<file path="config.mk">
export PLATFORM = sky130hd
export DESIGN_NAME = cordic_topolar
export DESIGN_NICKNAME = d
export VERILOG_FILES = /design/src/rtl/cordic_pkg.sv /design/src/rtl/cordic_topolar.sv
export SDC_FILE = /design/constraint.sdc
export NUM_CORES = 1
export LEC_CHECK = 0
export ABC_CLOCK_PERIOD_IN_PS = 10300
export CAP_MARGIN = 15
export CORE_ASPECT_RATIO = 1.4
export CORE_UTILIZATION = 26
export CTS_BUF_LIST = sky130_fd_sc_hd__clkbuf_8
export CTS_CLUSTER_DIAMETER = 80
export CTS_CLUSTER_SIZE = 20
export DETAILED_ROUTE_END_ITERATION = 10
export SLEW_MARGIN = 40
export SYNTH_ARGS = -nofsm -noshare
export SYNTH_HDL_FRONTEND = slang
export SYNTH_SLANG_ARGS = --single-unit
</file>
<file path="constraint.sdc">
create_clock -name clk -period 10.3 [get_ports clk]
set_clock_uncertainty 0.05 [all_clocks]
set_input_delay 1.03 -clock clk [delete_from_list [all_inputs] [get_ports clk]]
set_output_delay 1.03 -clock clk [all_outputs]
set_load 0.02 [all_outputs]
</file>
<file path="src/rtl/cordic_pkg.sv">
// Shared CORDIC definitions: working/phase widths, FSM state encoding,
// arctangent table and gain constant, common to the vectoring and NCO blocks.
package cordic_pkg;

  localparam int CORDIC_WW = 20;   // working width (2 guard + 2 fraction bits over IW=16)
  localparam int CORDIC_PW = 24;   // phase width, 2^PW = one full turn

  // Vectoring output is scaled by the product of 1/cos(atan(2^-k)).
  // Software divides o_mag by this (or multiplies by CORDIC_GAIN_INV_Q16/2^16).
  localparam real         CORDIC_GAIN          = 1.646760258;
  localparam logic [31:0] CORDIC_GAIN_INV_Q16  = 32'd39797;  // round(2^16/1.646760258)

  typedef enum logic [1:0] {
    ST_IDLE = 2'd0,
    ST_RUN  = 2'd1,
    ST_DONE = 2'd2
  } cordic_state_t;

  // round(atan(2^-k) / 2pi * 2^pw), for pw <= 32.
  // Held at 2^32-per-turn resolution and rounded down to the requested width.
  function automatic logic [31:0] atan_entry(input int k, input int pw);
    logic [31:0] t;
    logic [32:0] r;
    case (k)
      0:  t = 32'h2000_0000;  1:  t = 32'h12E4_051E;
      2:  t = 32'h09FB_385B;  3:  t = 32'h0511_11D4;
      4:  t = 32'h028B_0D43;  5:  t = 32'h0145_D7E1;
      6:  t = 32'h00A2_F61E;  7:  t = 32'h0051_7C55;
      8:  t = 32'h0028_BE53;  9:  t = 32'h0014_5F2F;
      10: t = 32'h000A_2F98;  11: t = 32'h0005_17CC;
      12: t = 32'h0002_8BE6;  13: t = 32'h0001_45F3;
      14: t = 32'h0000_A2FA;  15: t = 32'h0000_517D;
      16: t = 32'h0000_28BE;  17: t = 32'h0000_145F;
      18: t = 32'h0000_0A30;  19: t = 32'h0000_0518;
      20: t = 32'd652;        21: t = 32'd326;
      22: t = 32'd163;        23: t = 32'd81;
      24: t = 32'd41;         25: t = 32'd20;
      26: t = 32'd10;         27: t = 32'd5;
      28: t = 32'd3;          29: t = 32'd1;
      30: t = 32'd1;
      default: t = 32'd0;
    endcase
    if (pw >= 32) return t;
    r = {1'b0, t} + (33'd1 << (31 - pw));
    return 32'(r >> (32 - pw));
  endfunction

endpackage

</file>
<file path="src/rtl/cordic_topolar.sv">
// Iterative vectoring-mode CORDIC: (x, y) -> (magnitude, phase), one
// micro-rotation per clock, one sample in flight under a ready/valid handshake.
module cordic_topolar
  import cordic_pkg::*;
#(
  parameter int IW      = 16,
  parameter int OW      = 16,
  parameter int WW      = CORDIC_WW,
  parameter int PW      = CORDIC_PW,
  parameter int NSTAGES = 20
)(
  input  logic                 clk,
  input  logic                 reset,
  input  logic                 i_valid,
  output logic                 o_ready,
  input  logic signed [IW-1:0] i_xval,
  input  logic signed [IW-1:0] i_yval,
  output logic                 o_valid,
  output logic [OW-1:0]        o_mag,
  output logic [PW-1:0]        o_phase
);

  localparam int          KW        = (NSTAGES > 1) ? $clog2(NSTAGES + 1) : 1;
  localparam logic [WW:0] MAG_RND   = (WW + 1)'(1) << (WW - OW - 1);
  localparam logic [PW-1:0] HALF_TURN = {1'b1, {(PW-1){1'b0}}};

  cordic_state_t        state;
  logic signed [WW-1:0] xw, yw, x_ld, y_ld, x_sh, y_sh;
  logic [PW-1:0]        ph, ph_ld, ph_step;
  logic [KW-1:0]        k;
  logic [WW:0]          mag_rnd;

  assign o_ready = (state == ST_IDLE);

  // Load: sign-extend with two fraction bits; fold the left half-plane by 180 deg
  always_comb begin
    x_ld  = WW'(i_xval) <<< 2;
    y_ld  = WW'(i_yval) <<< 2;
    ph_ld = '0;
    if (i_xval[IW-1]) begin
      x_ld  = -x_ld;
      y_ld  = -y_ld;
      ph_ld = HALF_TURN;
    end
  end

  // Single shared shifter pair and arctangent lookup for the current iteration
  assign x_sh    = xw >>> k;
  assign y_sh    = yw >>> k;
  assign ph_step = PW'(atan_entry(int'(k), PW));
  assign mag_rnd = {1'b0, xw} + MAG_RND;

  // Handshake FSM, micro-rotation datapath and result registers
  always_ff @(posedge clk) begin
    if (reset) begin
      state   <= ST_IDLE;
      xw      <= '0;
      yw      <= '0;
      ph      <= '0;
      k       <= '0;
      o_valid <= 1'b0;
      o_mag   <= '0;
      o_phase <= '0;
    end else begin
      o_valid <= 1'b0;
      case (state)
        ST_IDLE: begin
          if (i_valid) begin
            xw    <= x_ld;
            yw    <= y_ld;
            ph    <= ph_ld;
            k     <= '0;
            state <= ST_RUN;
          end
        end
        ST_RUN: begin
          // Rotate toward the x axis; y sign picks the direction
          if (!yw[WW-1]) begin
            xw <= xw + y_sh;
            yw <= yw - x_sh;
            ph <= ph + ph_step;
          end else begin
            xw <= xw - y_sh;
            yw <= yw + x_sh;
            ph <= ph - ph_step;
          end
          k <= k + 1'b1;
          if (k == KW'(NSTAGES - 1)) state <= ST_DONE;
        end
        ST_DONE: begin
          o_mag   <= OW'(mag_rnd >> (WW - OW));
          o_phase <= ph;
          o_valid <= 1'b1;
          state   <= ST_IDLE;
        end
        default: state <= ST_IDLE;
      endcase
    end
  end

endmodule
</file>
==> results.toml <==
[worst_setup_path]
end_kind = "register"
path_max_fanout = 50
cp.arrival_ns = 6.75
start_kind = "register"
cp.required_ns = 10.65
crit_type = "register to register"

[yosys]
ys_seq_elements = 135
yosysWarnings = 0
ys_top_cells_by_area = "dfxtp_1 (20%), ha_1 (7.0%), nand2_1 (6.0%)"
synthAdderAreaFrac_pct = 7.47
synth_compound_area_share_pct = 24.9
synth_xor_area_share_pct = 8.93
synth-simple-area-share_pct = 22.3
avgSynthCellArea_um2 = 7.64
yosysTopAreaCellShare_pct = 20.0
synthFlopType = "dfxtp_1"
synthesis.instances = 1773
ys_async_sr_fraction_pct = 0
yosysTopAreaCell = "dfxtp_1"
synth_top_family_by_area = "compound AO/OA/AOI/OAI gates"
synth_nets = 1887
netlist_area_um2 = 13500
yosysSeqAreaShare_pct = 20.0
synth_edf_count = 0
ys_types = 96
synthMuxAreaShare_pct = 10.5

[global_route]
grt_pass1_vias = 13000
antenna_found_initial = 2
grt_max_degree = 61
grt_usage_pct = 16.6
grt_first_pass_wirelength_um = 70600
overflow = 0

[routing]
route.antenna.remaining_nets = 0
vias = 13400
post-route-drc-count = 0
drtPass1Iterations = 5
wl_um = 44300
dr.first_iter.drc_count = 851
via_per_inst = 5.49
avgRoutedWirePerCell_um = 18.2

[floorplanning]
die-width_um = 195
rows = 98
die_y_um = 272
initial_core_util_pct = 26.4
core_um2 = 51300
die_area_um2 = 53000
io_pins = 77

[timing]
fin_tns_setup_ns = 0
setup_viol = 0
finalCritPeriodShare_pct = 62.1
rsz0062_at_grt = "no"
hold_viol_final = 0
tightest_slew_ns = 0.853
slew_headroom_pct = 43.0
post-route-min-period_ns = 6.40
slew_viol_final = 0
max_freq_mhz = 156

[place]
dp_cells = 2402
placed_area_um2 = 14700
place_congestion = 0.914
io_buffers = 76
place_hpwl_um = 33100

[pwr]
ir_drop_mv = 0.0876
power.leakage_nw = 5.62
p_per_area_nw_per_um2 = 170
p_total_mw = 2.57

[clock_network]
cts_buffer_depth = 2
cts_tree = "yes"
cts_buffers = 17
clk_pin_slew_ns = 0.11
htree_levels = 4
cts-root-buf = "clkbuf_8"
insertion_delay_ns = 0.49
postCtsResizedCells = 0
postCtsSetupRepairBufs = 0
cts_sinks = 135
cts_hold_buf = 0

[min_path]
hold_path.class = "register to register"

[layout]
fin_util_pct = 29.6
final_nets = 1885
final_cells = 2435
fillers = 5468
stdcell_area_um2 = 15100
drive_gt1_share_pct = 7.12
area.growth.synth_to_final_pct = 11.9

[status]
status = "finished, final reports clean"

[job]
maxCapViolations = 0
[layout by cell type, fill, tap and decap left out, drive strengths merged, types with 44 or more instances in the layout]
| cell | count |
|---|---|
| nand2 | 218 |
| nor2 | 185 |
| a21oi | 159 |
| dfxtp | 135 |
| o21ai | 105 |
| xnor2 | 76 |
| ha | 76 |
| clkdlybuf4s50 | 75 |
| nor3 | 62 |
| xor2 | 62 |
| inv | 59 |
| nand3 | 49 |
| mux2i | 44 |
[worst paths after layout]
path	end	depth (start not counted)	slack, ns	start
setup / recovery	yw[19]	22	3.90	k[1]
hold / removal	o_phase[16]	2	0.41	o_phase[16]
setup reg to reg	yw[19]	22	3.90	k[1]
hold reg to reg	o_phase[16]	2	0.41	o_phase[16]
[metrics by stage]
| stage | setup WS, ns | hold WS, ns |
|---|---|---|
| detailed placement | 3.93 | 0.398 |
| CTS | 3.93 | 0.413 |
| finish | 3.90 | 0.409 |
| global route | 3.34 | 0.434 |
| global placement | 4.03 | 0.396 |
| floorplan | 5.18 | 0.389 |
[critical path, stage by stage (launching register included)]
cell	delay, ns
dfxtp_2	0.61
buf_4	0.61
mux4_1	0.64
mux2_2	0.29
nand2_1	0.08
and3_1	0.20
ha_1	0.18
inv_1	0.06
a2111oi_0	0.42
nand3_1	0.25
nor2_1	0.16
nor2_1	0.06
xor2_1	0.19
ha_1	0.37
nand3_1	0.13
a2111oi_0	0.51
a221oi_1	0.19
o21ai_0	0.30
nand3_1	0.15
a311o_1	0.31
o21ai_0	0.22
xnor2_1	0.09
a221oi_1	0.23
[final cells by class]
class	instances	area (µm²)	area share, %
diodes	1	2.50	0.0165
flip-flops and latches	135	2710	17.9
clock buffers	17	234	1.54
inverters	52	195	1.29
well taps	650	813	5.37
repair buffers	97	916	6.05
clock inverters	15	220	1.45
multi-input cells	1468	10100	66.4
[where the power goes]
group | switching [mW] | total (mW) | internal (mW)
combinational | 0.767 | 1.36 | 0.594
clock | 0.277 | 0.532 | 0.255
sequential | 0.105 | 0.675 | 0.570
total | 1.15 | 2.57 | 1.42
[cell usage after synthesis (14+ instances only)]
| master | instances |
|---|---|
| ha_1 | 76 |
| dfxtp_1 | 135 |
| or3_1 | 16 |
| mux2i_1 | 44 |
| a21o_1 | 27 |
| a31oi_1 | 14 |
| xor2_1 | 62 |
| inv_1 | 49 |
| o22ai_1 | 15 |
| nor3_1 | 62 |
| clkbuf_1 | 80 |
| o21a_1 | 16 |
| nor2_1 | 184 |
| o211ai_1 | 24 |
| a211oi_1 | 37 |
| and3_1 | 18 |
| o21ai_0 | 98 |
| nand3_1 | 49 |
| xnor2_1 | 76 |
| nand2b_1 | 14 |
| nand2_1 | 217 |
| o31ai_1 | 14 |
| mux4_2 | 29 |
| a21oi_1 | 159 |
[per-layer routing]
| layer | wire length [µm] | share of wire, % | vias up | GRT usage [%] |
|---|---|---|---|---|
| met3 | 1710 | 3.9 | 118 | 1.80 |
| li1 | - | - | 6488 | - |
| met4 | 2470 | 5.6 | 2 | 10.3 |
| met5 | 13 | 0.029 | - | 0 |
| met1 | 17200 | 39 | 6365 | 18.3 |
| met2 | 22900 | 52 | 405 | 30.6 |
[cells by family (layout without fill, tap and decap cells)]
kind of cell / after synthesis / after routing
muxes: 90 / 90
other: 0 / 1
xor gates and xnor gates: 138 / 138
DFF: 135 / 135
AOI/OAI and AO/OA: 516 / 516
and+or+nand+nor: 645 / 645
adders and majority gates: 79 / 79
buffers and inverters: 170 / 181
Note: power is estimated with default switching activity, not from simulation.
